==> src/rtl/alu_if.sv <==
// ALU request/response bus: the master drives operands and the strobe, and the
// slave (the ALU engine) returns the result, flags and ready.
interface alu_if #(
    parameter int unsigned DATA_W = 8,
    parameter int unsigned OP_W   = 5,
    parameter int unsigned STAT_W = 5
);
    logic              alu_enable;
    logic [DATA_W-1:0] alu_in1;
    logic [DATA_W-1:0] alu_in2;
    logic [OP_W-1:0]   alu_op;
    logic [DATA_W-1:0] alu_out;
    logic [STAT_W-1:0] alu_status;
    logic              alu_ready;

    modport master (
        output alu_enable,
        output alu_in1,
        output alu_in2,
        output alu_op,
        input  alu_out,
        input  alu_status,
        input  alu_ready
    );

    modport slave (
        input  alu_enable,
        input  alu_in1,
        input  alu_in2,
        input  alu_op,
        output alu_out,
        output alu_status,
        output alu_ready
    );
endinterface

==> src/rtl/alu_core.sv <==
// 8-bit ALU engine on an enable/ready handshake. Simple ops finish one cycle
// after acceptance; multiply/divide/modulo iterate for eight cycles.
// Status word: [0] carry, [1] zero, [2] negative, [3] overflow, [4] error.
module alu_core #(
    parameter int unsigned DATA_W = 8,
    parameter int unsigned OP_W   = 5,
    parameter int unsigned STAT_W = 5
) (
    input logic  clk,
    input logic  reset_n,
    alu_if.slave alu_bus
);

    localparam int unsigned ProdW = 2 * DATA_W;

    localparam logic [OP_W-1:0] OpAdd  = OP_W'(0);
    localparam logic [OP_W-1:0] OpSub  = OP_W'(1);
    localparam logic [OP_W-1:0] OpAnd  = OP_W'(2);
    localparam logic [OP_W-1:0] OpOr   = OP_W'(3);
    localparam logic [OP_W-1:0] OpXor  = OP_W'(4);
    localparam logic [OP_W-1:0] OpNot  = OP_W'(5);
    localparam logic [OP_W-1:0] OpShl  = OP_W'(6);
    localparam logic [OP_W-1:0] OpShr  = OP_W'(7);
    localparam logic [OP_W-1:0] OpRol  = OP_W'(8);
    localparam logic [OP_W-1:0] OpRor  = OP_W'(9);
    localparam logic [OP_W-1:0] OpInc  = OP_W'(10);
    localparam logic [OP_W-1:0] OpDec  = OP_W'(11);
    localparam logic [OP_W-1:0] OpCmp  = OP_W'(12);
    localparam logic [OP_W-1:0] OpMull = OP_W'(13);
    localparam logic [OP_W-1:0] OpMulh = OP_W'(14);
    localparam logic [OP_W-1:0] OpDiv  = OP_W'(15);
    localparam logic [OP_W-1:0] OpMod  = OP_W'(16);

    typedef enum logic [1:0] {
        StIdle,
        StExec,
        StIter
    } state_e;

    state_e            state_q;
    logic [OP_W-1:0]   op_q;
    logic [DATA_W-1:0] a_q;
    logic [DATA_W-1:0] b_q;
    logic [2:0]        cnt_q;
    logic [ProdW-1:0]  prod_q;
    logic [ProdW-1:0]  mcand_q;
    logic [DATA_W-1:0] mplier_q;
    logic [DATA_W-1:0] rem_q;
    logic [DATA_W-1:0] quo_q;
    logic [DATA_W-1:0] out_q;
    logic [STAT_W-1:0] status_q;
    logic              ready_q;

    assign alu_bus.alu_out    = out_q;
    assign alu_bus.alu_status = status_q;
    assign alu_bus.alu_ready  = ready_q;

    // ------------------------------------------------------------------
    // Single-cycle datapath
    // ------------------------------------------------------------------
    logic [DATA_W:0]   sum9;
    logic [DATA_W:0]   dif9;
    logic [DATA_W:0]   inc9;
    logic [DATA_W:0]   dec9;
    logic [DATA_W:0]   shl9;
    logic [DATA_W:0]   shr9;
    logic [2:0]        shamt;
    logic [2:0]        shamt_neg;
    logic [DATA_W-1:0] exec_res;
    logic [DATA_W-1:0] flag_src;
    logic              exec_c;
    logic              exec_v;
    logic              exec_err;
    logic [STAT_W-1:0] exec_stat;

    // Result and flags for ops completing on the EXEC path (incl. illegal, div-by-0)
    always_comb begin
        shamt     = b_q[2:0];
        shamt_neg = 3'd0 - shamt;
        sum9      = {1'b0, a_q} + {1'b0, b_q};
        dif9      = {1'b0, a_q} - {1'b0, b_q};
        inc9      = {1'b0, a_q} + 9'd1;
        dec9      = {1'b0, a_q} - 9'd1;
        // Extra bit catches the last bit shifted out (zero when shamt == 0)
        shl9      = {1'b0, a_q} << shamt;
        shr9      = {a_q, 1'b0} >> shamt;

        exec_res  = '0;
        exec_c    = 1'b0;
        exec_v    = 1'b0;
        exec_err  = 1'b0;

        case (op_q)
            OpAdd: begin
                exec_res = sum9[DATA_W-1:0];
                exec_c   = sum9[DATA_W];
                exec_v   = (a_q[7] == b_q[7]) && (sum9[7] != a_q[7]);
            end
            OpSub, OpCmp: begin
                exec_res = dif9[DATA_W-1:0];
                exec_c   = dif9[DATA_W];
                exec_v   = (a_q[7] != b_q[7]) && (dif9[7] != a_q[7]);
            end
            OpAnd: exec_res = a_q & b_q;
            OpOr:  exec_res = a_q | b_q;
            OpXor: exec_res = a_q ^ b_q;
            OpNot: exec_res = ~a_q;
            OpShl: begin
                exec_res = shl9[DATA_W-1:0];
                exec_c   = shl9[DATA_W];
            end
            OpShr: begin
                exec_res = shr9[DATA_W:1];
                exec_c   = shr9[0];
            end
            // Rotate by n == (a << n) | (a >> (8 - n)); 8 - n taken mod 8
            OpRol: exec_res = (a_q << shamt) | (a_q >> shamt_neg);
            OpRor: exec_res = (a_q >> shamt) | (a_q << shamt_neg);
            OpInc: begin
                exec_res = inc9[DATA_W-1:0];
                exec_c   = inc9[DATA_W];
                exec_v   = (a_q == 8'h7F);
            end
            OpDec: begin
                exec_res = dec9[DATA_W-1:0];
                exec_c   = dec9[DATA_W];
                exec_v   = (a_q == 8'h80);
            end
            // Divide/modulo only reach EXEC when the divisor was zero
            OpDiv, OpMod: begin
                exec_res = 8'hFF;
                exec_err = 1'b1;
            end
            default: begin
                exec_res = 8'h00;
                exec_err = 1'b1;
            end
        endcase

        // CMP reports flags of the subtraction but returns zero
        flag_src = exec_res;
        if (op_q == OpCmp) begin
            exec_res = 8'h00;
        end

        if (exec_err) begin
            exec_stat = 5'h10;
        end else begin
            exec_stat = {1'b0, exec_v, flag_src[7], (flag_src == '0), exec_c};
        end
    end

    // ------------------------------------------------------------------
    // Iterative datapath: one shift-add or restoring-subtract step per cycle
    // ------------------------------------------------------------------
    logic [ProdW-1:0]  prod_next;
    logic [DATA_W:0]   rem_sh;
    logic [DATA_W:0]   rem_sub;
    logic              div_ge;
    logic [DATA_W-1:0] rem_next;
    logic [DATA_W-1:0] quo_next;
    logic [DATA_W-1:0] iter_res;
    logic              iter_c;
    logic [STAT_W-1:0] iter_stat;

    // Next partial product / remainder / quotient and the final-step result
    always_comb begin
        prod_next = prod_q + (mplier_q[0] ? mcand_q : '0);

        rem_sh  = {rem_q, quo_q[DATA_W-1]};
        // rem_q < divisor keeps rem_sh < 2*divisor, so bit 8 is a clean borrow
        rem_sub = rem_sh - {1'b0, b_q};
        div_ge  = ~rem_sub[DATA_W];
        rem_next = div_ge ? rem_sub[DATA_W-1:0] : rem_sh[DATA_W-1:0];
        quo_next = {quo_q[DATA_W-2:0], div_ge};

        iter_c = 1'b0;
        case (op_q)
            OpMull: begin
                iter_res = prod_next[DATA_W-1:0];
                iter_c   = (prod_next[ProdW-1:DATA_W] != '0);
            end
            OpMulh:  iter_res = prod_next[ProdW-1:DATA_W];
            OpDiv:   iter_res = quo_next;
            default: iter_res = rem_next;
        endcase

        iter_stat = {1'b0, 1'b0, iter_res[7], (iter_res == '0), iter_c};
    end

    // ------------------------------------------------------------------
    // Control FSM with registered outputs
    // ------------------------------------------------------------------
    logic start_iter;

    // Multi-cycle ops iterate unless a divide/modulo sees a zero divisor
    always_comb begin
        start_iter = 1'b0;
        if ((alu_bus.alu_op == OpMull) || (alu_bus.alu_op == OpMulh)) begin
            start_iter = 1'b1;
        end else if ((alu_bus.alu_op == OpDiv) || (alu_bus.alu_op == OpMod)) begin
            start_iter = (alu_bus.alu_in2 != '0);
        end
    end

    // Handshake, operand capture, iteration and result write-back
    always_ff @(posedge clk) begin
        if (!reset_n) begin
            state_q  <= StIdle;
            op_q     <= '0;
            a_q      <= '0;
            b_q      <= '0;
            cnt_q    <= '0;
            prod_q   <= '0;
            mcand_q  <= '0;
            mplier_q <= '0;
            rem_q    <= '0;
            quo_q    <= '0;
            out_q    <= '0;
            status_q <= '0;
            ready_q  <= 1'b1;
        end else begin
            case (state_q)
                StIdle: begin
                    if (alu_bus.alu_enable && ready_q) begin
                        op_q     <= alu_bus.alu_op;
                        a_q      <= alu_bus.alu_in1;
                        b_q      <= alu_bus.alu_in2;
                        ready_q  <= 1'b0;
                        cnt_q    <= '0;
                        prod_q   <= '0;
                        mcand_q  <= {{DATA_W{1'b0}}, alu_bus.alu_in1};
                        mplier_q <= alu_bus.alu_in2;
                        rem_q    <= '0;
                        quo_q    <= alu_bus.alu_in1;
                        state_q  <= start_iter ? StIter : StExec;
                    end
                end
                StExec: begin
                    out_q    <= exec_res;
                    status_q <= exec_stat;
                    ready_q  <= 1'b1;
                    state_q  <= StIdle;
                end
                StIter: begin
                    prod_q   <= prod_next;
                    mcand_q  <= mcand_q << 1;
                    mplier_q <= mplier_q >> 1;
                    rem_q    <= rem_next;
                    quo_q    <= quo_next;
                    cnt_q    <= cnt_q + 3'd1;
                    if (cnt_q == 3'd7) begin
                        out_q    <= iter_res;
                        status_q <= iter_stat;
                        ready_q  <= 1'b1;
                        state_q  <= StIdle;
                    end
                end
                default: begin
                    state_q <= StIdle;
                    ready_q <= 1'b1;
                end
            endcase
        end
    end

endmodule

==> src/flat_wrapper.sv <==
// flat-port wrapper written by rule: the top's interface ports become plain ports
module alu_core_flat 
#(
    parameter int unsigned DATA_W = 8,
    parameter int unsigned OP_W   = 5,
    parameter int unsigned STAT_W = 5
)
  (clk, reset_n, alu_bus_alu_enable, alu_bus_alu_in1, alu_bus_alu_in2, alu_bus_alu_op, alu_bus_alu_out, alu_bus_alu_status, alu_bus_alu_ready);
  alu_if #(.DATA_W(DATA_W), .OP_W(OP_W), .STAT_W(STAT_W)) alu_bus_i ();
  input logic clk;
  input logic reset_n;
  input wire logic [$bits(alu_bus_i.alu_enable)-1:0] alu_bus_alu_enable;
  input wire logic [$bits(alu_bus_i.alu_in1)-1:0] alu_bus_alu_in1;
  input wire logic [$bits(alu_bus_i.alu_in2)-1:0] alu_bus_alu_in2;
  input wire logic [$bits(alu_bus_i.alu_op)-1:0] alu_bus_alu_op;
  output wire logic [$bits(alu_bus_i.alu_out)-1:0] alu_bus_alu_out;
  output wire logic [$bits(alu_bus_i.alu_status)-1:0] alu_bus_alu_status;
  output wire logic [$bits(alu_bus_i.alu_ready)-1:0] alu_bus_alu_ready;
  assign alu_bus_i.alu_enable = alu_bus_alu_enable;
  assign alu_bus_i.alu_in1 = alu_bus_alu_in1;
  assign alu_bus_i.alu_in2 = alu_bus_alu_in2;
  assign alu_bus_i.alu_op = alu_bus_alu_op;
  assign alu_bus_alu_out = alu_bus_i.alu_out;
  assign alu_bus_alu_status = alu_bus_i.alu_status;
  assign alu_bus_alu_ready = alu_bus_i.alu_ready;
  alu_core #(.DATA_W(DATA_W), .OP_W(OP_W), .STAT_W(STAT_W)) u_core (.clk(clk), .reset_n(reset_n), .alu_bus(alu_bus_i));
endmodule
==> config.mk <==
export PLATFORM = sky130hd
export DESIGN_NAME = alu_core_flat
export DESIGN_NICKNAME = d
export VERILOG_FILES = /design/src/rtl/alu_if.sv /design/src/rtl/alu_core.sv /design/src/flat_wrapper.sv
export SDC_FILE = /design/constraint.sdc
export NUM_CORES = 1
export LEC_CHECK = 0
export ABC_CLOCK_PERIOD_IN_PS = 5800
export CORE_AREA = 2 2 170 130
export CTS_BUF_LIST = sky130_fd_sc_hd__clkbuf_4 sky130_fd_sc_hd__clkbuf_8
export CTS_CLUSTER_DIAMETER = 200
export CTS_CLUSTER_SIZE = 16
export DETAILED_ROUTE_END_ITERATION = 6
export DIE_AREA = 0 0 172 132
export PLACE_DENSITY = 0.66
export RECOVER_POWER = 100
export SLEW_MARGIN = 40
export SYNTH_ARGS = -nofsm -noshare
export SYNTH_HDL_FRONTEND = slang
export SYNTH_SLANG_ARGS = --single-unit
==> constraint.sdc <==
create_clock -name clk -period 5.8 [get_ports clk]
set_clock_uncertainty 0.05 [all_clocks]
set_input_delay 1.74 -clock clk [delete_from_list [all_inputs] [get_ports clk]]
set_output_delay 1.74 -clock clk [all_outputs]
set_load 0.02 [all_outputs]
Word-level counts from Yosys, hierarchy flattened
Index checks and enable logic that the tools add are counted.

Reduce and logical (&&, ||, !) cells: 20. Multiply operators: 0. $lt $le $gt $ge: 0. Divide/modulo/power cells: 0. Bitwise gates (word level): 7. Add/sub/neg operators: 8. Shift-type cells: 6. Multiplexer cells: 34. Eq/ne operators: 31.

Operator list (number): 8-bit case mux with 13 select lines (1); 16-bit case mux with 2 select lines (2); 8-bit case mux with 2 select lines (4); 5-bit by 4-bit equality test with 1-bit output (second input constant) (11); 16-bit 2-to-1 mux (3); 8-bit 2-to-1 mux (6); 8-bit OR (3); 8-bit case mux with 3 select lines (1); 5-bit by 3-bit equality test with 1-bit output (second input constant) (4); 16-bit adder (1); 8-bit logical NOT (2); 8-bit nonzero test (2); 8-bit by 3-bit left shift with 8-bit output (2); 8-bit by 3-bit >> shifter with 8-bit output (2); 13-bit OR reduction (1); 5-bit by 2-bit equality test with 1-bit output (second input constant) (2); 5-bit equality test (second input constant) (2); 5-bit 2-to-1 mux (2); 5-bit case mux with 2 select lines (1); 8-bit by 1-bit adder with 9-bit output (second input constant) (1); 8-bit by 8-bit adder with 9-bit output (1); 8-bit by 3-bit left shift with 9-bit output (1); 9-bit by 3-bit >> shifter with 9-bit output (1); 8-bit by 1-bit subtractor with 9-bit output (second input constant) (1); other kinds (32) (49).

ROM bits: 0. Bits in latches: 0. Input bits: 24. Output and inout bits: 14. Flip-flop bits (word level): 96. Memories kept: 0. Memory bits (writable): 0. Logic and storage cells: 119.

Depth between registers and ports, before layout
Depth after elaboration: 7. Gate-level depth with buffers: 14. Gate-level depth less buffers: 13.

Worst setup path before layout
Ideal clock, no wire load.

Path kind: flip-flop to flip-flop. Start: reg u_core.b_q[1]. End: reg u_core.status_q[1], in the netlist u_core.alu_bus.alu_status[1]. Buffers on the path: 2. Path slack: 2441 ps. Stages on the path, launching flop included: 14. Clock period less this slack: 3359 ps. Required time: 5691 ps. Arrival: 3250 ps. Library setup time: 59 ps. Path through: dfxtp_1 -> buf_2 -> clkinv_1 -> ha_1 -> clkbuf_1 -> mux4_2 -> mux2_2 -> o21ai_0 -> o21ai_1 -> nor4_1 -> o221a_2 -> nand4_1 -> a21oi_1 -> a41o_1.

Longest elaborated chain between the ends: 7. Elaborated cells between the ends (all ways): 24. Classes of those cells: add/sub: 4; shift: 6; mux: 6; bitwise: 6; reduce/logical: 2.

RTL lines: start: declaration (line alu_core.sv:43) `logic [DATA_W-1:0] b_q;`; start signal: assignment (line alu_core.sv:228) `b_q <= alu_bus.alu_in2;`; 1-bit by 3-bit subtractor with 3-bit output (line alu_core.sv:79) `shamt_neg = 3'd0 - shamt;`; 8-bit by 3-bit left shift with 8-bit output or 8-bit by 3-bit >> shifter with 8-bit output (tied branches) (line alu_core.sv:118, alu_core.sv:117); 8-bit OR (on tied branches) (line alu_core.sv:118, alu_core.sv:117); 8-bit case mux with 13 select lines (line alu_core.sv:93) `case (op_q)`; 8-bit logical NOT (line alu_core.sv:149) `exec_stat = {1'b0, exec_v, flag_src[7], (flag_src == '0), exec_c};`; 5-bit 2-to-1 mux (line alu_core.sv:146) `if (exec_err) begin`; 5-bit case mux with 2 select lines (*) (line alu_core.sv:223) `case (state_q)`; end signal: assignment (line alu_core.sv:241) `status_q <= exec_stat;`; end signal: assignment (line alu_core.sv:254) `status_q <= iter_stat;`; end: declaration (line alu_core.sv:51) `logic [STAT_W-1:0] status_q;`.

Every way passes the cells marked *; elsewhere a longest branch is shown, timed or not. The select of a mux whose other input is x is not followed. A chain may end at the register's enable or synchronous reset.

Worst setup path after layout
Start: reg u_core.b_q[2]. End: reg u_core.status_q[1], in the netlist u_core.alu_bus.alu_status[1].

The elaborated chain is that of the path after synthesis.

==> run_results.csv <==
group,metric,value,unit
cells_and_area,final_nets,1166,
clock_tree,clkSinkCount,96,
yosys,synth-xor-area-share,0.0323,
detailed_routing,drt-initial-drc-count,1151,
clock_tree,clk_latency,380,ps
yosys,syn_area,8330,um^2
timing,layout_setup_ws,1290,ps
yosys,synth_top_family_by_area,"compound AO/OA/AOI/OAI gates",
cells_and_area,diodes,0,
detailed_routing,vias,8559,
clock_tree,cts_tree,"built",
yosys,synth_fp_nets,1182,
clock_tree,cts_setup_buffers,0,
clock_tree,htreeDepth,3,
power_and_ir_drop,leakage,3.30,nW
cells_and_area,fillers,2173,
placement,place_worst_setup_slack,1640,ps
yosys,synthSimpleGateAreaFrac,0.254,
placement,gp_congestion,0.964,
floorplanning,io_pins,38,
worst_setup_path,ff2ff_setup_slack,1290,ps
cells_and_area,finalNonFillerCells,1377,
worst_setup_path,start_kind,"register",
power_and_ir_drop,vdd_drop_max,137,uV
yosys,synth-compound-area-share,0.257,
floorplanning,dieWidth,172,um
placement,placed_cells,1361,
detailed_routing,drc,0,
worst_setup_path,path_cells,"buf_4 -> clkinv_1 -> ha_1 -> a21oi_1 -> o2111ai_1 -> a21oi_1 -> xnor2_1 -> o21ai_0 -> a22o_1 -> and4_1 -> a41o_1",
worst_setup_path,crit_type,"register to register",
floorplanning,row_count,46,
global_route,grt_max_degree,57,
detailed_routing,ant_nets,0,
cells_and_area,syn2layout_area_growth,8.60,%
worst_setup_path,crit_path_end_kind,"register",
yosys,syn_inst,1100,
worst_setup_path,ff2ff_path_depth,11,
timing,maxSlewHeadroom,0.0437,
worst_setup_path,cp-startpoint,"u_core.b_q[2]",
timing,tightest_slew,1420,ps
global_route,grt_antenna_before_repair,0,
cells_and_area,mostFrequentLayoutCells,"nand2_1 (127), a21oi_1 (100), nor2_1 (99)",
global_route,overflow,0,
clock_tree,cts_hold_buf,0,
floorplanning,die-area,22700,um^2
floorplanning,fp.coreArea,21000,um^2
worst_setup_path,crit_arrival,4760,ps
timing,setup_viol,0,
worst_hold_path,hold_path.class,"register to register",
detailed_routing,firstDrtPassIters,5,
yosys,yosysWarnings,0,
worst_setup_path,required,6040,ps
detailed_routing,post_drt_wl_per_cell,20.6,um
global_route,grt_pass1_vias,7725,
timing,final_max_slew_viol_count,0,
detailed_routing,viasPerCell,6.22,
yosys,synth_ff_type,"dfxtp_1",
timing,fin_crit_sh,0.778,
global_route,grt_pass1_wl,44800,um
power_and_ir_drop,pwr_density_cell,202,nW/um^2
cells_and_area,final_common_cell,"nand2_1",
worst_setup_path,timing.rr.end,"u_core.alu_bus.alu_status[1]",
worst_setup_path,crit_top_cell,"a21oi_1",
timing,rsz0062_at_grt,"no",
clock_tree,cts_resized,0,
yosys,synth_fa_ha_area_frac,0.0908,
yosys,ys_seq_elements,96,
clock_tree,clk_path_buf_depth,2,
floorplanning,die_y,132,um
yosys,synth_edf_count,0,
worst_setup_path,worstSetupEndpoint,"u_core.alu_bus.alu_status[1]",
clock_tree,cts-root-buf,"clkbuf_8",
worst_setup_path,critPathMaxStageDelay,1090,ps
cells_and_area,final_core_util,0.432,
placement,dp_hpwl,20800,um
clock_tree,cts_buffers,9,
timing,hold_viol_final,0,
worst_setup_path,timing.rr.start,"u_core.b_q[2]",
clock_tree,path_clk_slew,110,ps
yosys,avgSynthCellArea,7.57,um^2
timing,fin_crit,4510,ps
yosys,synthMuxAreaShare,0.0706,
run_status,status,"complete, no violations",
cells_and_area,drive_gt1_frac,0.0716,
yosys,async_flop_share,0,
detailed_routing,drt-total-wl,28300,um
timing,timing.fmax,222,MHz
timing,hold_ws,405,ps
yosys,synth_cell_type_count,81,
worst_setup_path,worstPathMaxFanout,24,
yosys,ys_seq_area_frac,0.231,
worst_setup_path,cpMaxStageDelayCell,"xnor2_1",
run,cap_violations,0,
timing,finalSetupTns,0,ps
global_route,grt_usage,0.249,
placement,port-buffer-count,37,
floorplanning,start_util,0.397,
-- critical path: cells and delay by family, from the launching register on --
family | cells | cell delay (ps)
AO/OA/AOI/OAI | 6 | 1370
adder cells (fa/ha/maj) | 1 | 570
buffers and inverters | 2 | 830
AND/OR/NAND/NOR | 1 | 180
flip-flops | 1 | 320
XOR/XNOR | 1 | 1090
-- report_power, final --
group          total (mW)  internal (mW)  switching (mW)
logic               0.643          0.243           0.400
registers           0.733          0.691          0.0420
clock network       0.452          0.170           0.282
total                1.83           1.10           0.724
-- cells in the mapped netlist, types with 5 or more instances --
library cell	n	share of area
nand2_1	128	0.058
a21oi_1	100	0.060
nor2_1	100	0.045
dfxtp_1	96	0.23
clkbuf_1	55	0.025
ha_1	54	0.081
nand3_1	51	0.031
o21ai_0	39	0.023
inv_1	38	0.017
a31oi_1	35	0.026
and2_1	28	0.021
nor3_1	25	0.015
a221oi_1	23	0.024
xnor2_1	21	0.022
mux2i_1	19	0.023
buf_2	17	0.010
nor2b_1	15	0.011
a211oi_1	13	0.012
and3_1	12	0.0090
mux4_2	12	0.032
o211ai_1	11	0.0099
mux2_2	10	0.014
nand2b_1	10	0.0075
nor4_1	10	0.0075
nand4_1	8	0.0060
o21a_1	8	0.0072
o221ai_1	8	0.0084
o22ai_1	8	0.0060
a21o_1	6	0.0054
a22oi_1	6	0.0054
and4_1	6	0.0063
buf_1	6	0.0027
buf_6	6	0.0081
o2111ai_1	6	0.0063
xor2_1	6	0.0063
or3_1	5	0.0038
-- worst min-delay path by stage --
stage,to,slack (ps),start,cells past startpoint
after global routing,u_core.mplier_q[7],440,u_core.mplier_q[7],2
after detailed placement,u_core.alu_bus.alu_out[6],400,u_core.alu_bus.alu_out[6],2
after floorplan,u_core.mplier_q[7],390,u_core.mplier_q[7],2
after CTS,u_core.alu_bus.alu_out[6],410,u_core.alu_bus.alu_out[6],2
after global placement,u_core.alu_bus.alu_out[6],390,u_core.alu_bus.alu_out[6],2
final,u_core.mcand_q[10],410,u_core.mcand_q[9],2
-- metrics by stage --
step,instance area [um^2],power [mW]
after floorplan,8330,1.19
after global placement,8850,1.38
after detailed placement,8850,1.37
after CTS,9040,1.82
after global routing,9040,1.92
final,9040,1.83
-- layout make-up --
class,count,area (um^2),share of cell area
Multi-Input combinational cell,880,5870,0.650
Tap cell,288,360,0.0399
Clock buffer,9,124,0.0137
Timing Repair Buffer,57,533,0.0590
Inverter,40,150,0.0166
Clock inverter,7,72.6,0.00803
Sequential cell,96,1930,0.213
-- flip-flops by register name, summed over array words and instances, names as in the netlist --
register / count
u_core.alu_bus.alu_out: 8
u_core.prod_q: 16
u_core.alu_bus.alu_status: 5
u_core.alu_bus.alu_ready: 1
u_core.a_q: 8
u_core.mcand_q: 16
u_core.state_q: 2
u_core.op_q: 5
u_core.cnt_q: 3
u_core.b_q: 8
u_core.mplier_q: 8
u_core.quo_q: 8
u_core.rem_q: 8
-- layer usage --
metal,global-route usage,routed length (um)
met5,0,0
met4,0.0453,398
met3,0.0796,3240
met2,0.329,10900
met1,0.390,13800
-- cell families (layout without fill, tap and decap cells) --
| group | Yosys count | count (layout) |
|---|---|---|
| buffers and inverters | 124 | 113 |
| AND/OR/NAND/NOR | 431 | 431 |
| AO/OA/AOI/OAI | 320 | 320 |
| adder cells (fa/ha/maj) | 58 | 58 |
| multiplexers | 42 | 42 |
| flip-flops | 96 | 96 |
| XOR/XNOR | 29 | 29 |
(Power assumes the default switching activity.)
